--- config.mk ---
export PLATFORM = sky130hd
export DESIGN_NAME = mem_wb_pipe
export DESIGN_NICKNAME = d
export VERILOG_FILES = /design/src/rtl/core_pkg.sv /design/src/rtl/load_align.sv /design/src/rtl/mem_wb_pipe.sv
export SDC_FILE = /design/constraint.sdc
export NUM_CORES = 1
export LEC_CHECK = 0
export ABC_AREA = 1
export BUFFER_PORTS_ARGS = -buffer_cell sky130_fd_sc_hd__clkbuf_2
export CAP_MARGIN = 25
export CELL_PAD_IN_SITES_DETAIL_PLACEMENT = 0
export CELL_PAD_IN_SITES_GLOBAL_PLACEMENT = 1
export CORE_AREA = 5 5 146 148
export CTS_CLUSTER_DIAMETER = 60
export DETAILED_ROUTE_END_ITERATION = 10
export DIE_AREA = 0 0 151 153
export PLACE_DENSITY_LB_ADDON = 0.1
export SYNTH_ARGS = -nofsm -noshare
export SYNTH_HDL_FRONTEND = slang
export SYNTH_HIERARCHICAL = 1
export SYNTH_SLANG_ARGS = --single-unit
--- constraint.sdc ---
create_clock -name clk -period 1.8 [get_ports clk]
set_input_delay 0.09 -clock clk [delete_from_list [all_inputs] [get_ports clk]]
set_output_delay 0.09 -clock clk [all_outputs]
set_load 0.01 [all_outputs]
--- src/rtl/core_pkg.sv ---
// Shared RV32I core definitions: datapath width, load/store size codes, MEM FSM encoding,
// and the pipeline-register payload types.
package core_pkg;

  localparam int unsigned XLEN = 32;

  localparam logic [2:0] F3_B  = 3'b000;
  localparam logic [2:0] F3_H  = 3'b001;
  localparam logic [2:0] F3_W  = 3'b010;
  localparam logic [2:0] F3_BU = 3'b100;
  localparam logic [2:0] F3_HU = 3'b101;

  localparam logic [0:0] IDLE   = 1'b0;
  localparam logic [0:0] ACCESS = 1'b1;

  typedef struct packed {
    logic            valid;
    logic [4:0]      rd;
    logic            regWrite;
    logic            memRead;
    logic            memWrite;
    logic [2:0]      funct3;
    logic [XLEN-1:0] alu;
    logic [XLEN-1:0] storeData;
  } exMem_t;

  typedef struct packed {
    logic            valid;
    logic [4:0]      rd;
    logic            regWrite;
    logic [XLEN-1:0] data;
  } memWb_t;

  // Halfwords need an even address, words a multiple of four; bytes are always aligned.
  function automatic logic isMisaligned(input logic [2:0] funct3, input logic [1:0] addrLo);
    logic bad;
    bad = 1'b0;
    case (funct3[1:0])
      2'b01:   bad = addrLo[0];
      2'b10:   bad = |addrLo;
      default: bad = 1'b0;
    endcase
    return bad;
  endfunction

endpackage

--- src/rtl/load_align.sv ---
// Data-memory lane handling: load lane select with sign/zero extension,
// store byte enables and lane replication.
module load_align
  import core_pkg::*;
(
  input  logic [2:0]      funct3,
  input  logic [1:0]      addrLo,
  input  logic [XLEN-1:0] rdata,
  input  logic [XLEN-1:0] storeData,
  output logic [XLEN-1:0] loadData,
  output logic [3:0]      byteEn,
  output logic [XLEN-1:0] wdata
);

  logic [7:0]  laneByte;
  logic [15:0] laneHalf;

  always_comb begin
    laneByte = rdata[7:0];
    laneHalf = addrLo[1] ? rdata[31:16] : rdata[15:0];
    case (addrLo)
      2'd1:    laneByte = rdata[15:8];
      2'd2:    laneByte = rdata[23:16];
      2'd3:    laneByte = rdata[31:24];
      default: laneByte = rdata[7:0];
    endcase
  end

  // funct3[2] selects zero extension (BU/HU)
  always_comb begin
    loadData = rdata;
    case (funct3[1:0])
      2'b00:   loadData = {{24{laneByte[7] & ~funct3[2]}}, laneByte};
      2'b01:   loadData = {{16{laneHalf[15] & ~funct3[2]}}, laneHalf};
      default: loadData = rdata;
    endcase
  end

  always_comb begin
    byteEn = 4'b1111;
    wdata  = storeData;
    case (funct3[1:0])
      2'b00: begin
        byteEn = 4'(4'b0001 << addrLo);
        wdata  = {4{storeData[7:0]}};
      end
      2'b01: begin
        byteEn = 4'(4'b0011 << addrLo);
        wdata  = {2{storeData[15:0]}};
      end
      default: begin
        byteEn = 4'b1111;
        wdata  = storeData;
      end
    endcase
  end

endmodule

--- src/rtl/mem_wb_pipe.sv ---
// EX/MEM and MEM/WB pipeline registers with the MEM-stage data-memory sequencer.
// Supplies MEM/WB destination info and values to the forwarding unit.
module mem_wb_pipe #(
  parameter int unsigned XLEN = core_pkg::XLEN
) (
  input  logic            clk,
  input  logic            rst_n,
  input  logic            ex_valid,
  input  logic [4:0]      ex_rd_addr,
  input  logic            ex_reg_write,
  input  logic            ex_mem_read,
  input  logic            ex_mem_write,
  input  logic [2:0]      ex_funct3,
  input  logic [XLEN-1:0] ex_alu_result,
  input  logic [XLEN-1:0] ex_store_data,
  output logic            dmem_req,
  output logic            dmem_we,
  output logic [XLEN-1:0] dmem_addr,
  output logic [XLEN-1:0] dmem_wdata,
  output logic [3:0]      dmem_be,
  input  logic            dmem_ready,
  input  logic [XLEN-1:0] dmem_rdata,
  output logic            stall_mem,
  output logic            misalign,
  output logic [4:0]      rdAddr_mem,
  output logic            RegWrite_mem,
  output logic [XLEN-1:0] fwd_mem_data,
  output logic [4:0]      rdAddr_wb,
  output logic            RegWrite_wb,
  output logic [XLEN-1:0] wb_data
);
  import core_pkg::*;

  exMem_t     memQ;
  memWb_t     wbQ;
  logic [0:0] state;
  logic [0:0] stateNext;
  logic       exGo;
  logic [XLEN-1:0] loadData;
  logic [XLEN-1:0] storeWdata;
  logic [3:0]      storeBe;

  assign exGo = ex_valid & (ex_mem_read | ex_mem_write)
              & ~isMisaligned(ex_funct3, ex_alu_result[1:0]);

  // EX/MEM register: advances whenever MEM is not waiting on memory
  always_ff @(posedge clk or negedge rst_n) begin
    if (!rst_n) begin
      memQ <= '0;
    end else if (!stall_mem) begin
      memQ.valid     <= ex_valid;
      memQ.rd        <= ex_rd_addr;
      memQ.regWrite  <= ex_reg_write;
      memQ.memRead   <= ex_mem_read;
      memQ.memWrite  <= ex_mem_write;
      memQ.funct3    <= ex_funct3;
      memQ.alu       <= ex_alu_result;
      memQ.storeData <= ex_store_data;
    end
  end

  always_ff @(posedge clk or negedge rst_n) begin
    if (!rst_n) state <= IDLE;
    else        state <= stateNext;
  end

  // ACCESS is entered on the same edge the mem op lands in EX/MEM, so the request leaves with no bubble
  always_comb begin
    stateNext = state;
    case (state)
      IDLE:    if (exGo) stateNext = ACCESS;
      ACCESS:  if (dmem_ready) stateNext = exGo ? ACCESS : IDLE;
      default: stateNext = IDLE;
    endcase
  end

  load_align u_load_align (
    .funct3    (memQ.funct3),
    .addrLo    (memQ.alu[1:0]),
    .rdata     (dmem_rdata),
    .storeData (memQ.storeData),
    .loadData  (loadData),
    .byteEn    (storeBe),
    .wdata     (storeWdata)
  );

  assign dmem_req   = (state == ACCESS);
  assign dmem_we    = dmem_req & memQ.memWrite;
  assign dmem_be    = dmem_req ? storeBe : 4'b0000;
  assign dmem_addr  = {memQ.alu[XLEN-1:2], 2'b00};
  assign dmem_wdata = storeWdata;
  assign stall_mem  = dmem_req & ~dmem_ready;

  assign misalign = memQ.valid & (memQ.memRead | memQ.memWrite)
                  & isMisaligned(memQ.funct3, memQ.alu[1:0]);

  assign rdAddr_mem   = memQ.rd;
  assign RegWrite_mem = memQ.valid & memQ.regWrite & ~misalign;
  assign fwd_mem_data = memQ.alu;

  // MEM/WB register: stalled or misaligned MEM contents arrive in WB as a bubble
  always_ff @(posedge clk or negedge rst_n) begin
    if (!rst_n) begin
      wbQ <= '0;
    end else if (stall_mem) begin
      wbQ.valid <= 1'b0;
    end else begin
      wbQ.valid    <= memQ.valid & ~misalign;
      wbQ.rd       <= memQ.rd;
      wbQ.regWrite <= memQ.regWrite;
      wbQ.data     <= memQ.memRead ? loadData : memQ.alu;
    end
  end

  assign rdAddr_wb   = wbQ.rd;
  assign RegWrite_wb = wbQ.valid & wbQ.regWrite;
  assign wb_data     = wbQ.data;

endmodule

# After elaboration in Yosys (flattened, before gate mapping)
# Index checks and enable logic that the tools add are counted.
[word_totals]
out_inout_bits = 148
reg_bits = 116
word_cells = 57
inputBits = 111
[classes]
n_mux = 13
n_shift = 2
eq_ne = 7
n_reduce_logical = 3
bitwise_logic = 19
[ops]
columns = ["operator", "n"]
rows = [
  ["case mux 32 bit (2 select lines)", 2],
  ["2-to-1 mux 32 bit", 1],
  ["case mux 8 bit (3 select lines)", 1],
  ["2-to-1 mux 16 bit", 1],
  ["AND 1 bit", 12],
  ["== test 2 bit (second input constant)", 4],
  ["case mux 4 bit (2 select lines)", 1],
  ["== test 2 x 1 -> 1 bit (second input constant)", 3],
  ["case mux 1 bit (2 select lines)", 3],
  ["inverter 1 bit", 5],
  ["2-to-1 mux 4 bit", 1],
  ["OR reduction 2 bit", 2],
  ["left shift 1 x 2 -> 4 bit (first input constant)", 1],
  ["left shift 2 x 2 -> 4 bit (first input constant)", 1],
  ["2-to-1 mux 1 bit", 3],
  ["zero test 2 bit", 1],
  ["bitwise OR 1 bit", 2],
]

# Longest topological paths before layout
[depth]
ltp_word = 7
depth_mapped = 10
ltp_nobuf = 9

# By module
# The synthesis kept the hierarchy.
[modules_own_cells]
columns = ["mod", "cells_per_inst", "area_per_inst_um2", "seq_area_each_um2", "n_inst"]
rows = [
  ["mem_wb_pipe", 666, 5651.7, 2902.8, 1],
  ["load_align", 254, 1191.1, 0.0, 1],
]

# Worst setup path after synthesis
# OpenSTA, ideal clock, no wires.
[synth_path]
path_type = "register to register"
start = "register memQ[65] (netlist name)"
end = "register wbQ (netlist bit wb_data[20])"
setup_slack_ps = 297
path_stages_with_launch = 10
t_required_ps = 1717
setup_ps = 83
t_arrival_ps = 1421
n_path_buf = 2
synth_period_minus_slack_ps = 1503
path_cell_list = "dfrtp_1 -> buf_2 -> nor2_4 -> inv_2 -> a21oi_2 -> nand3_2 -> buf_6 -> nand3_1 -> o21ai_0 -> o21ai_0"
[synth_between]
elab_chain_cells = 3
[synth_rtl]
columns = ["item", "line_no", "source"]
rows = [
  ["== test 2 x 1 -> 1 bit / zero test 2 bit (equally long branches)", "load_align.sv:32", "case (funct3[1:0])"],
  ["case mux 32 bit (2 select lines) (*)", "load_align.sv:32", ""],
  ["net loadData[20]", "mem_wb_pipe.sv:39", "logic [XLEN-1:0] loadData;"],
  ["2-to-1 mux 32 bit (*)", "mem_wb_pipe.sv:111", "wbQ.data <= memQ.memRead ? loadData : memQ.alu;"],
  ["to (decl)", "mem_wb_pipe.sv:35", "memWb_t wbQ;"],
]
# The timed path passes the listed nets; every way through them passes the cells marked *.
# A chain may end at the register's enable or synchronous reset.

# Worst setup path after layout
[layout_path]
start = "register memQ[65] (netlist name)"
end = "output RegWrite_mem"
[layout_between]
elab_chain_cells = 5
[layout_rtl]
columns = ["item", "line_no", "source"]
rows = [
  ["== test 2 bit / == test 2 x 1 -> 1 bit (equally long branches)", "core_pkg.sv:38", "case (funct3[1:0])"],
  ["case mux 1 bit (2 select lines) (*)", "core_pkg.sv:38", ""],
  ["AND 1 bit (*)", "mem_wb_pipe.sv:95", "& isMisaligned(memQ.funct3, memQ.alu[1:0]);"],
  ["inverter 1 bit (*)", "mem_wb_pipe.sv:98", "assign RegWrite_mem = memQ.valid & memQ.regWrite & ~misalign;"],
  ["AND 1 bit (*)", "mem_wb_pipe.sv:98", ""],
  ["to (decl)", "mem_wb_pipe.sv:26", "output logic RegWrite_mem,"],
]
# Every way passes the cells marked *; elsewhere a longest branch is shown, timed or not.

==> results.cfg <==
[cts]
insertion_delay_ps = 420
clock-sinks = 116
cts_buffers = 17
cts-htree-levels = 4
cts_buffer_depth = 2
ctsRootBufferMaster = clkbuf_16
cts_tree = done
clkTransAtPathRegs_ps = 50

[layout]
area_delta_synth_final_pct = 33.1
layout_commonest_cell = nand2_1
n_fill_cell = 2071
fin_nets = 1260
fin_area_mm2 = 0.00911
multi_input_area_mm2 = 0.00262
regArea_mm2 = 0.00291
post-route-util_pct = 45.7
drive_above_1_share_pct = 31.3
mostFrequentLayoutCells = nand2_1, clkbuf_2, dfrtp_1

[sta]
hold_viol = 0
setup_violations = 0
rsz0062_at_grt = true
fmax_mhz = 561
holdWs_ps = 106
maxSlewViolCount = 0
finalCritPeriodShare_pct = 99.1
finClkSkew_ps = 7.41
fin_crit_ps = 1780

[routing]
first_iter_violations = 312
drc = 0
avgViaCountPerCell = 4.40
firstDrtPassIters = 4
via_count = 6280
drt_wl_total_mm = 22.2
wl_per_cell_um = 15.6
detail-route-antenna-nets = 0

[global_routing]
antenna_found_initial = 1
grt_max_degree = 119
grt_usage_pct = 19.2
grt_pass1_wl_mm = 34.8
grt_overflow_total = 0
grt_pass1_vias = 6379

[critical_path]
required_ps = 1710
endpoint_kind = output pin
arrival_ps = 1690
path_class = reg2out
startpoint_type = flip-flop
crit_fanout = 7

[yosys]
ys_ff_latch = 116
ys_seq_area_share_pct = 42.4
synthCells = 920
synth_cell_types = 28
netlist_area_mm2 = 0.00684
yosys_warnings = 6
post_synth.cell_area_avg_um2 = 7.44

[die]
ios = 259
fp.coreArea_mm2 = 0.0199
die-area_mm2 = 0.0231
initial_core_util_pct = 34.4
chipWidth_um = 151
rows = 52
die_y_um = 153

[placed_design]
dpl-instance-area_mm2 = 0.00756
dpl.hpwl_mm = 15.8
gp_congestion = 0.828
port_buffers = 256

[status]
status = finished clean

[pwr]
ir_worst_vdd_v = 0.000657
power_density_mw_per_mm2 = 975
p_leak_uw = 0.00499

[hold_path]
hold_path_class = in2reg

[flow_run]
max_cap_violations = 0
-- report_power, final --
part           internal, uW  total (uW)  switching (uW)
combinational          1040        2490            1450
sequential             2980        3260             273
clock                  1900        3130            1220
-- worst max-delay path, cell delays in order, from the launching register on --
cell,delay (ps)
dfrtp_2,500
ha_4,270
inv_2,40
nand2_2,50
nor2_4,100
nand3_4,100
nand2_2,60
inv_1,30
buf_2,130
-- path summary, 6_finish.rpt --
path	from	depth (start not counted)	to	slack [ps]
min in group asynchronous	rst_n	2	memQ[20]	130
hold reg to reg	memQ[66]	2	memQ[66]	470
setup / recovery	memQ[65]	8	RegWrite_mem	20
max in group asynchronous	rst_n	3	rdAddr_wb[3]	1040
hold / removal	dmem_rdata[0]	5	wb_data[0]	110
setup reg to reg	memQ[65]	8	wb_data[26]	110
-- area by class of cell --
class	count	area share (%)
clock buffer	20	4.91
timing repair buffer	364	26.8
inverter	69	3.00
multi-input combinational	577	28.7
tap	270	3.71
sequential	116	31.9
clock inverter	11	0.962
antenna	1	0.0275
-- cells by family (layout without fill, tap and decap cells) --
family	Yosys count	count (layout)	synth area share, %
simple gates	438	439	26.0
flops	116	116	42.4
other cells	1	3	0.0548
buf+inv	229	464	20.7
compound gates	132	132	10.1
fa+ha+maj	4	4	0.731
-- synth_stat cells --
master    instances  area, um2
inv_4             1       6.26
or2_2             1       6.26
o211ai_1          8       60.1
nand2_4           1       11.3
conb_1            1       3.75
buf_2            11       55.1
nor2_1            6       22.5
nor2_4            1       11.3
a21oi_1           1       5.00
or2_4             1       8.76
nand2_1         380       1430
buf_6            14        158
buf_1             1       3.75
nor2_2            3       18.8
o21ai_1           8       40.0
o21bai_1          2       15.0
nand3_2           7       70.1
nand3_4           1       17.5
dfrtp_1         116       2900
o21ai_0         112        561
ha_1              4       50.1
nand3_1          37        185
clkbuf_1         16       60.1
a21oi_2           1       8.76
inv_2             6       22.5
buf_4           116        871
inv_1            62        233
clkbuf_2          2       10.0
-- stage by stage --
| stage | instances | setup TNS (ps) | worst slack, ps | total power [uW] |
|---|---|---|---|---|
| after floorplan | 921 | 0 | 297 | 4970 |
| after global placement | 1307 | 0 | 213 | 5560 |
| after detailed placement | 1307 | 0 | 178 | 5570 |
| after CTS | 1420 | -1.99 | -1.99 | 8960 |
| after global routing | 1427 | -411 | -89.0 | 9440 |
| final | 1428 | 0 | 16.9 | 8870 |
-- flip-flops by register name (all words and copies together) (netlist names) --
name / count
dmem_req: 1
fwd_mem_data: 32
memQ: 39
rdAddr_mem: 5
rdAddr_wb: 5
wbQ: 2
wb_data: 32
-- per-layer routing --
| metal | up-vias | share of wire [%] | GRT usage [%] |
|---|---|---|---|
| met1 | 2876 | 44 | 24.9 |
| met2 | 184 | 48 | 32.0 |
| met5 | - | 0.031 | 0 |
| met3 | 15 | 7.0 | 5.63 |
| li1 | 3203 | - | - |
| met4 | 2 | 0.89 | 4.06 |
-- timing repair --
| item | 4_1_cts | 5_1_grt |
|---|---|---|
| cloned | 0 | 2 |
| resized for setup | 20 | 34 |
| setup endpoints to repair | 15 | 28 |
| pin swaps | 4 | 5 |
| buffers inserted | 5 | 5 |
| hold buffers | 77 | 0 |
| hold endpoints to repair | 177 | 0 |
Power figures use the tool's default switching activity.
